$ cat src/rtl/line_buf_sched.sv
// rtl/line_buf_sched.sv - line buffer ring scheduler: write strobes, ring rotation, window valid
module line_buf_sched #(
  parameter int NUM_LINES = 4,
  parameter int PTR_W     = 3,
  parameter int ADDR_W    = 10,
  parameter int H_ACTIVE  = 640,
  parameter int V_ACTIVE  = 480
) (
  input  logic                 clk,
  input  logic                 rst,
  input  logic                 frame_start,
  input  logic                 line_end,
  input  logic                 pix_valid,
  input  logic                 filt_req,
  output logic                 wr_en,
  output logic [ADDR_W-1:0]    wr_addr,
  output logic [NUM_LINES-1:0] wr_sel,
  output logic [PTR_W-1:0]     rd_ptr,
  output logic                 shift_en,
  output logic                 win_valid,
  output logic                 filt_en,
  output logic [12:0]          line_cnt,
  output logic                 ovf_err
);

  typedef enum logic [1:0] {IDLE, FILL, RUN, DONE} state_t;

  localparam logic [ADDR_W-1:0]    COL_LAST = ADDR_W'(H_ACTIVE - 1);
  localparam logic [PTR_W-1:0]     PTR_LAST = PTR_W'(NUM_LINES - 1);
  localparam logic [12:0]          CNT_MAX  = 13'(V_ACTIVE);
  localparam logic [12:0]          CNT_RUN  = 13'(NUM_LINES);
  localparam logic [NUM_LINES-1:0] SEL_ONE  = NUM_LINES'(1);

  state_t                 state_q, state_d;
  logic [ADDR_W-1:0]      col_q, col_d;
  logic                   full_q, full_d;      // column H_ACTIVE-1 already consumed this line
  logic [PTR_W-1:0]       wr_ptr_q, wr_ptr_d;
  logic [12:0]            line_cnt_q, line_cnt_d;
  logic                   filt_en_q, filt_en_d;
  logic                   ovf_q, ovf_d;
  logic                   wr_en_q, wr_en_d;
  logic [ADDR_W-1:0]      wr_addr_q, wr_addr_d;
  logic [NUM_LINES-1:0]   wr_sel_q, wr_sel_d;
  logic                   shift_en_q, shift_en_d;
  logic                   win_valid_q, win_valid_d;

  // frame_start restarts the frame in the same cycle, so a coincident pixel
  // lands at column 0 / buffer 0 and a coincident line_end is dropped.
  logic                   in_line;
  logic [ADDR_W-1:0]      col_eff;
  logic                   full_eff;
  logic [PTR_W-1:0]       ptr_eff;
  logic                   pix_acc, pix_ovf, le_acc;
  logic [12:0]            cnt_inc;
  logic [PTR_W-1:0]       ptr_inc;

  assign in_line  = (state_q == FILL) || (state_q == RUN);
  assign col_eff  = frame_start ? '0 : col_q;
  assign full_eff = frame_start ? 1'b0 : full_q;
  assign ptr_eff  = frame_start ? '0 : wr_ptr_q;
  assign pix_acc  = pix_valid && (in_line || frame_start) && !full_eff;
  assign pix_ovf  = pix_valid && (in_line || frame_start) && full_eff;
  assign le_acc   = line_end && in_line && !frame_start;
  assign cnt_inc  = (line_cnt_q == CNT_MAX) ? line_cnt_q : line_cnt_q + 13'd1;
  assign ptr_inc  = (wr_ptr_q == PTR_LAST) ? '0 : wr_ptr_q + PTR_W'(1);

  // state register
  always_ff @(posedge clk or posedge rst) begin
    if (rst) state_q <= IDLE;
    else     state_q <= state_d;
  end

  // next-state: frame_start always restarts filling; line_end advances FILL->RUN->DONE
  always_comb begin
    state_d = state_q;
    if (frame_start) begin
      state_d = FILL;
    end else if (le_acc) begin
      if (cnt_inc == CNT_MAX)      state_d = DONE;
      else if (cnt_inc >= CNT_RUN) state_d = RUN;
    end
  end

  // output/datapath next values for the registered outputs and ring counters
  always_comb begin
    col_d       = col_eff;
    full_d      = full_eff;
    wr_ptr_d    = ptr_eff;
    line_cnt_d  = frame_start ? 13'd0 : line_cnt_q;
    filt_en_d   = frame_start ? filt_req : filt_en_q;
    ovf_d       = frame_start ? 1'b0 : ovf_q;
    wr_en_d     = pix_acc;
    wr_addr_d   = frame_start ? '0 : wr_addr_q;
    wr_sel_d    = '0;
    win_valid_d = pix_acc && (state_q == RUN) && !frame_start;
    shift_en_d  = le_acc;
    if (pix_acc) begin
      wr_addr_d = col_eff;
      wr_sel_d  = SEL_ONE << ptr_eff;
      if (col_eff == COL_LAST) full_d = 1'b1;
      else                     col_d  = col_eff + ADDR_W'(1);
    end
    if (pix_ovf) ovf_d = 1'b1;
    // rotation applies after any pixel written in the same cycle
    if (le_acc) begin
      col_d      = '0;
      full_d     = 1'b0;
      wr_ptr_d   = ptr_inc;
      line_cnt_d = cnt_inc;
    end
  end

  // datapath and output registers
  always_ff @(posedge clk or posedge rst) begin
    if (rst) begin
      col_q       <= '0;
      full_q      <= 1'b0;
      wr_ptr_q    <= '0;
      line_cnt_q  <= '0;
      filt_en_q   <= 1'b0;
      ovf_q       <= 1'b0;
      wr_en_q     <= 1'b0;
      wr_addr_q   <= '0;
      wr_sel_q    <= '0;
      shift_en_q  <= 1'b0;
      win_valid_q <= 1'b0;
    end else begin
      col_q       <= col_d;
      full_q      <= full_d;
      wr_ptr_q    <= wr_ptr_d;
      line_cnt_q  <= line_cnt_d;
      filt_en_q   <= filt_en_d;
      ovf_q       <= ovf_d;
      wr_en_q     <= wr_en_d;
      wr_addr_q   <= wr_addr_d;
      wr_sel_q    <= wr_sel_d;
      shift_en_q  <= shift_en_d;
      win_valid_q <= win_valid_d;
    end
  end

  assign wr_en     = wr_en_q;
  assign wr_addr   = wr_addr_q;
  assign wr_sel    = wr_sel_q;
  assign rd_ptr    = wr_ptr_q;   // oldest stored line is the one being overwritten
  assign shift_en  = shift_en_q;
  assign win_valid = win_valid_q;
  assign filt_en   = filt_en_q;
  assign line_cnt  = line_cnt_q;
  assign ovf_err   = ovf_q;

endmodule

$ cat config.mk
export PLATFORM = sky130hd
export DESIGN_NAME = line_buf_sched
export DESIGN_NICKNAME = d
export VERILOG_FILES = /design/src/rtl/line_buf_sched.sv
export SDC_FILE = /design/constraint.sdc
export NUM_CORES = 1
export LEC_CHECK = 0
export ABC_AREA = 0
export CELL_PAD_IN_SITES_DETAIL_PLACEMENT = 0
export CELL_PAD_IN_SITES_GLOBAL_PLACEMENT = 1
export CORE_AREA = 2 2 89 91
export CTS_CLUSTER_SIZE = 30
export DETAILED_ROUTE_END_ITERATION = 10
export DIE_AREA = 0 0 91 93
export GPL_TIMING_DRIVEN = 0
export PLACE_DENSITY = 0.75
export REMOVE_ABC_BUFFERS = 1
export SLEW_MARGIN = 0
export SYNTH_ARGS = -nofsm -noshare
export SYNTH_HDL_FRONTEND = slang
export SYNTH_SLANG_ARGS = --single-unit
$ cat constraint.sdc
create_clock -name clk -period 2.25 [get_ports clk]
set_input_delay 0.3375 -clock clk [delete_from_list [all_inputs] [get_ports clk]]
set_output_delay 0.3375 -clock clk [all_outputs]
set_load 0.05 [all_outputs]
# Yosys cells after proc, flatten, opt, wreduce, memory -nomap -nowiden
# Cells that the tools add are included.
[totals]
register_bits = 48
latch_bits = 0
ram_bits = 0
romBits = 0
input_bits = 6
out_inout_bits = 35
wordCells = 62
mem_count = 0
[classes]
addsub = 3
n_mul = 0
div = 0
order_cmp = 1
n_eq_ne = 6
shifts = 1
n_mux = 23
n_bitwise = 0
reduce_logical = 16
[ops]
columns = ["operator", "count"]
rows = [
  ["two-way mux 10 bit", 6],
  ["two-way mux 13 bit", 3],
  ["== test 13 x 9 -> 1 bit (second input constant)", 2],
  ["adder 13 x 1 -> 13 bit (second input constant)", 1],
  [">= comparator 13 x 3 -> 1 bit (second input constant)", 1],
  ["adder 10 x 1 -> 10 bit (second input constant)", 1],
  ["== test 10 bit (second input constant)", 1],
  ["two-way mux 3 bit", 3],
  ["two-way mux 2 bit", 4],
  ["logical AND 1 bit", 7],
  ["two-way mux 1 bit", 6],
  ["nonzero test 2 bit", 3],
  ["two-way mux 4 bit", 1],
  ["<< shifter 1 x 3 -> 4 bit (first input constant)", 1],
  ["adder 3 x 1 -> 3 bit (second input constant)", 1],
  ["== test 3 x 2 -> 1 bit (second input constant)", 1],
  ["nonzero test 3 bit", 1],
  ["== test 2 x 1 -> 1 bit (second input constant)", 1],
  ["== test 2 bit (second input constant)", 1],
  ["logical NOT 1 bit", 2],
  ["logical OR 1 bit", 2],
  ["AND reduction 2 bit", 1],
]

# Logic depth before layout (Yosys ltp)
[logic_depth]
word_depth = 7
depth_mapped = 9
ltp_nobuf = 8

# Worst setup path before layout
# No wires, ideal clock.
[synth_timing]
kind = "flip-flop to flip-flop"
from = "register line_cnt_q[0], in the netlist line_cnt[0]"
to = "register state_q[0]"
setup_ps = 67
t_arrival_ps = 2294
required_ps = 2183
path_slack_ps = -111
stages_incl_launch_ff = 9
n_path_buf = 0
period_less_slack_ps = 2361
cell_sequence = "dfrtp_1 inv_1 ha_1 or4b_4 nor4_4 mux2i_1 or4_1 nor3_2 a311o_1"
[synth_between]
elab_chain_cells = 6
word_cells_on_any_way = 10
classes_between = "1 x add/sub; 1 x order compare; 2 x eq/ne; 4 x mux; 2 x reduce/logical"
[synth_lines]
columns = ["item", "line_no", "source"]
rows = [
  ["start: declaration", "38", "logic [12:0] line_cnt_q, line_cnt_d;"],
  ["start signal: assignment", "131", "line_cnt_q <= line_cnt_d;"],
  ["adder 13 x 1 -> 13 bit or == test 13 x 9 -> 1 bit (tied branches)", "64", "assign cnt_inc = (line_cnt_q == CNT_MAX) ? line_cnt_q : line_cnt_q + 13'd1;"],
  ["two-way mux 13 bit *", "64", ""],
  ["parallel branches: the longest is 4 deep, another holds >= comparator 13 x 3 -> 1 bit", "n/a", ""],
  ["end signal: assignment", "70", "else state_q <= state_d;"],
  ["end: declaration", "34", "state_t state_q, state_d;"],
]
# Every way passes the cells marked *. The select of a mux whose other input is x is not followed.
# A chain may end at the register's enable or synchronous reset.

# Final worst setup path
# Ends and elaborated chain as after synthesis.

==> flow_metrics.tcl <==
set metrics [dict create \
    status "finished clean" \
    end_kind "flip-flop" \
    tightest_slew_ns 0.5084 \
    area_growth_pct 27.58 \
    synth_most_common_cell "dfrtp_1" \
    drcViolationCount 0 \
    diodes 0 \
    antenna_left 0 \
    cp_data_arrival_time_ns 2.45 \
    post_synth_instance_area_um2 2531 \
    synth-seq-area-share 0.4745 \
    p_leak_nw 1.395 \
    root_buffer "clkbuf_8" \
    clock_path_buffers 2 \
    drtIter0Drc 57 \
    ir_worst_vdd_v 0.0003550 \
    synth_top_area_frac 0.4745 \
    via_per_inst 4.825 \
    cp_slowest_cell "or4b_4" \
    yosys.cell_types.count 48 \
    cts_tree "built" \
    final.setup_skew_ns 0.005876 \
    period_needed_ns 2.206 \
    crit_type "reg -> reg" \
    portBuffers 40 \
    synth_warnings 0 \
    synth_flop_cell "dfrtp_1" \
    start_kind "flip-flop" \
    grt_usage 0.1316 \
    clk_pin_slew_worst_paths_ns 0.09 \
    fp.dieArea_um2 8463 \
    cp_top_family "simple AND/OR/NAND/NOR gates" \
    htreeDepth 2 \
    grt_pass1_vias 1928 \
    cp_data_required_time_ns 2.49 \
    cp_num_buf_inv 1 \
    nNetsFinal 313 \
    async_flop_share 1.000 \
    crit_path_max_incr_delay_ns 0.47 \
    clock.fmax_mhz 453.4 \
    numCtsBuffers 5 \
    wl_per_cell_um 12.86 \
    avgSynthCellArea_um2 9.849 \
    ys_ff_latch 48 \
    finalSetupViolCount 0 \
    cts_sinks 48 \
    netlist_instances 257 \
    max_cap_viol_count 0 \
    fin_area_um2 3229 \
    rows 32 \
    wl_um 5209 \
    vias 1954 \
    final_cells 405 \
    dpl-instance-area_um2 2992 \
    drt_pass1_iterations 4 \
    grt_max_degree 40 \
    die_w_um 91 \
    die_y_um 93 \
    hold_viol 0 \
    finalCritPeriodShare 0.9803 \
    overflow 0 \
    power.density_nw_per_um2 596.1 \
    grt_pass1_wl_um 9190 \
    synthTopCellsByCount "48 x dfrtp_1, 47 x nor2_1, 24 x nand2_1" \
    grt_antenna_before_repair 0 \
    slew_headroom 0.6600 \
    synthTopCellsByArea "dfrtp_1 47%, nor2_1 7.0%, mux2i_1 5.9%" \
    synth_top_area_cell "dfrtp_1" \
    drv_slew 0 \
    final_layout_size_suffix_gt1_frac 0.1320 \
    power_w 0.001925 \
    hp-class "in -> async" \
    start_util 0.3363 \
    postCtsHoldBufs 0 \
    place_hpwl_um 3615 \
    placed_cells 389 \
    routabilityCongestion 0.7727 \
    crit_fanout 3 \
    io_pins 41 \
    synth_enable_flop_cells 0 \
    cp_cell_sequence "inv_1 -> ha_1 -> or4b_4 -> nor4_4 -> mux2i_1 -> or4_1 -> nor3_2 -> a311o_1" \
    rsz0062_at_grt "yes" \
    coreArea_um2 7527 \
    clock_latency_ns 0.30 \
]
==> metrics by stage <==
stage | utilization | hold WS [ns] | setup TNS [ns] | setup slack [ns]
finish | 0.4290 | 0.2970 | 0 | 0.04432
global route | 0.4290 | 0.3203 | -0.1051 | -0.1032
CTS | 0.4176 | 0.2975 | 0 | 0.002288
detailed placement | 0.3974 | 0.5091 | -5.870 | -0.7232
global placement | 0.3935 | 0.4921 | -60.80 | -1.923
floorplan | - | 0.4006 | -0.5100 | -0.1520
==> cell type report <==
type,count,area (um2)
Tap cell,102,127.6
Fill cell,786,4298
Inverter,8,30.03
Clock inverter,2,38.79
Multi-Input combinational cell,189,1257
Clock buffer,6,82.58
Timing Repair Buffer,50,489.2
Sequential cell,48,1204
==> logic make-up after synthesis <==
logic type | after synthesis | synth area share
AOI/OAI and AO/OA | 29 | 0.07662
xor gates and xnor gates | 21 | 0.07266
muxes | 16 | 0.06376
buffers and inverters | 20 | 0.05042
adders and majority gates | 5 | 0.02472
and+or+nand+nor | 118 | 0.2373
DFF | 48 | 0.4745
==> where the power goes <==
group / internal, W / leakage, nW / switching, W
Sequential: 0.000892 / 0.651 / 0.0000242
Combinational: 0.000136 / 0.682 / 0.000212
Clock: 0.000364 / 0.0614 / 0.000298
Total: 0.00139 / 1.39 / 0.000534
==> registers in the layout (all words and copies together) (netlist names), 2 cells and up <==
| name | count |
|---|---|
| line_cnt | 13 |
| rd_ptr | 3 |
| wr_addr | 10 |
| state_q | 2 |
| wr_sel | 4 |
| col_q | 10 |
==> path summary, 6_finish.rpt <==
check	start	to	slack (ns)	cells past startpoint
min	rst	line_cnt[9]	0.30	2
min in group clk	filt_en	filt_en	0.52	1
min reg2reg	filt_en	filt_en	0.52	1
max in group asynchronous	rst	wr_addr[1]	1.47	3
max reg2reg	line_cnt[0]	state_q[0]	0.04	8
max	line_cnt[0]	state_q[0]	0.04	8
==> layer usage <==
layer	global-route usage	up-vias	share of wire	routed length, um
met3	0.02820	6	0.039	205
met4	0.03030	0	0.0088	46
met2	0.2111	40	0.46	2371
li1	-	975	-	-
met1	0.1831	933	0.50	2586
met5	0	-	0	0
==> placed cells by master, fill, tap and decap left out, types with 2 or more instances in the layout <==
master | Yosys | layout
and3_1 | 4 | 4
nor2_2 | 1 | 3
mux2i_1 | 15 | 15
o21ai_1 | 3 | 2
xnor2_1 | 11 | 11
inv_1 | 8 | 7
nand4b_1 | 2 | 2
a211oi_1 | 2 | 2
nand4_1 | 3 | 3
nor2_1 | 47 | 44
nor4_2 | 0 | 2
a21oi_1 | 7 | 7
clkbuf_8 | 1 | 6
dfrtp_1 | 48 | 46
dfrtp_2 | 0 | 2
buf_4 | 0 | 8
nor2b_1 | 5 | 3
a31oi_1 | 2 | 2
nand3_1 | 10 | 10
xor2_1 | 10 | 10
o21ai_0 | 6 | 6
nand2_1 | 24 | 24
ha_1 | 5 | 5
o31ai_1 | 2 | 2
or3_1 | 4 | 4
nor3_1 | 5 | 5
clkdlybuf4s50_1 | 0 | 39
==> worst register-to-register path, stage by stage, from the launching register on <==
cell and delay (ns):
dfrtp_2 0.42, inv_1 0.11, ha_1 0.17, or4b_4 0.47, nor4_4 0.19, mux2i_1 0.12, or4_1 0.42, nor3_2 0.12
a311o_1 0.13
==> repair_timing <==
action                                  4_1_cts  5_1_grt
gates resized for setup                       4       10
pin swaps                                     0        0
endpoints found under the setup margin        9       11
buffers inserted                              2        6
(Power assumes the default switching activity.)
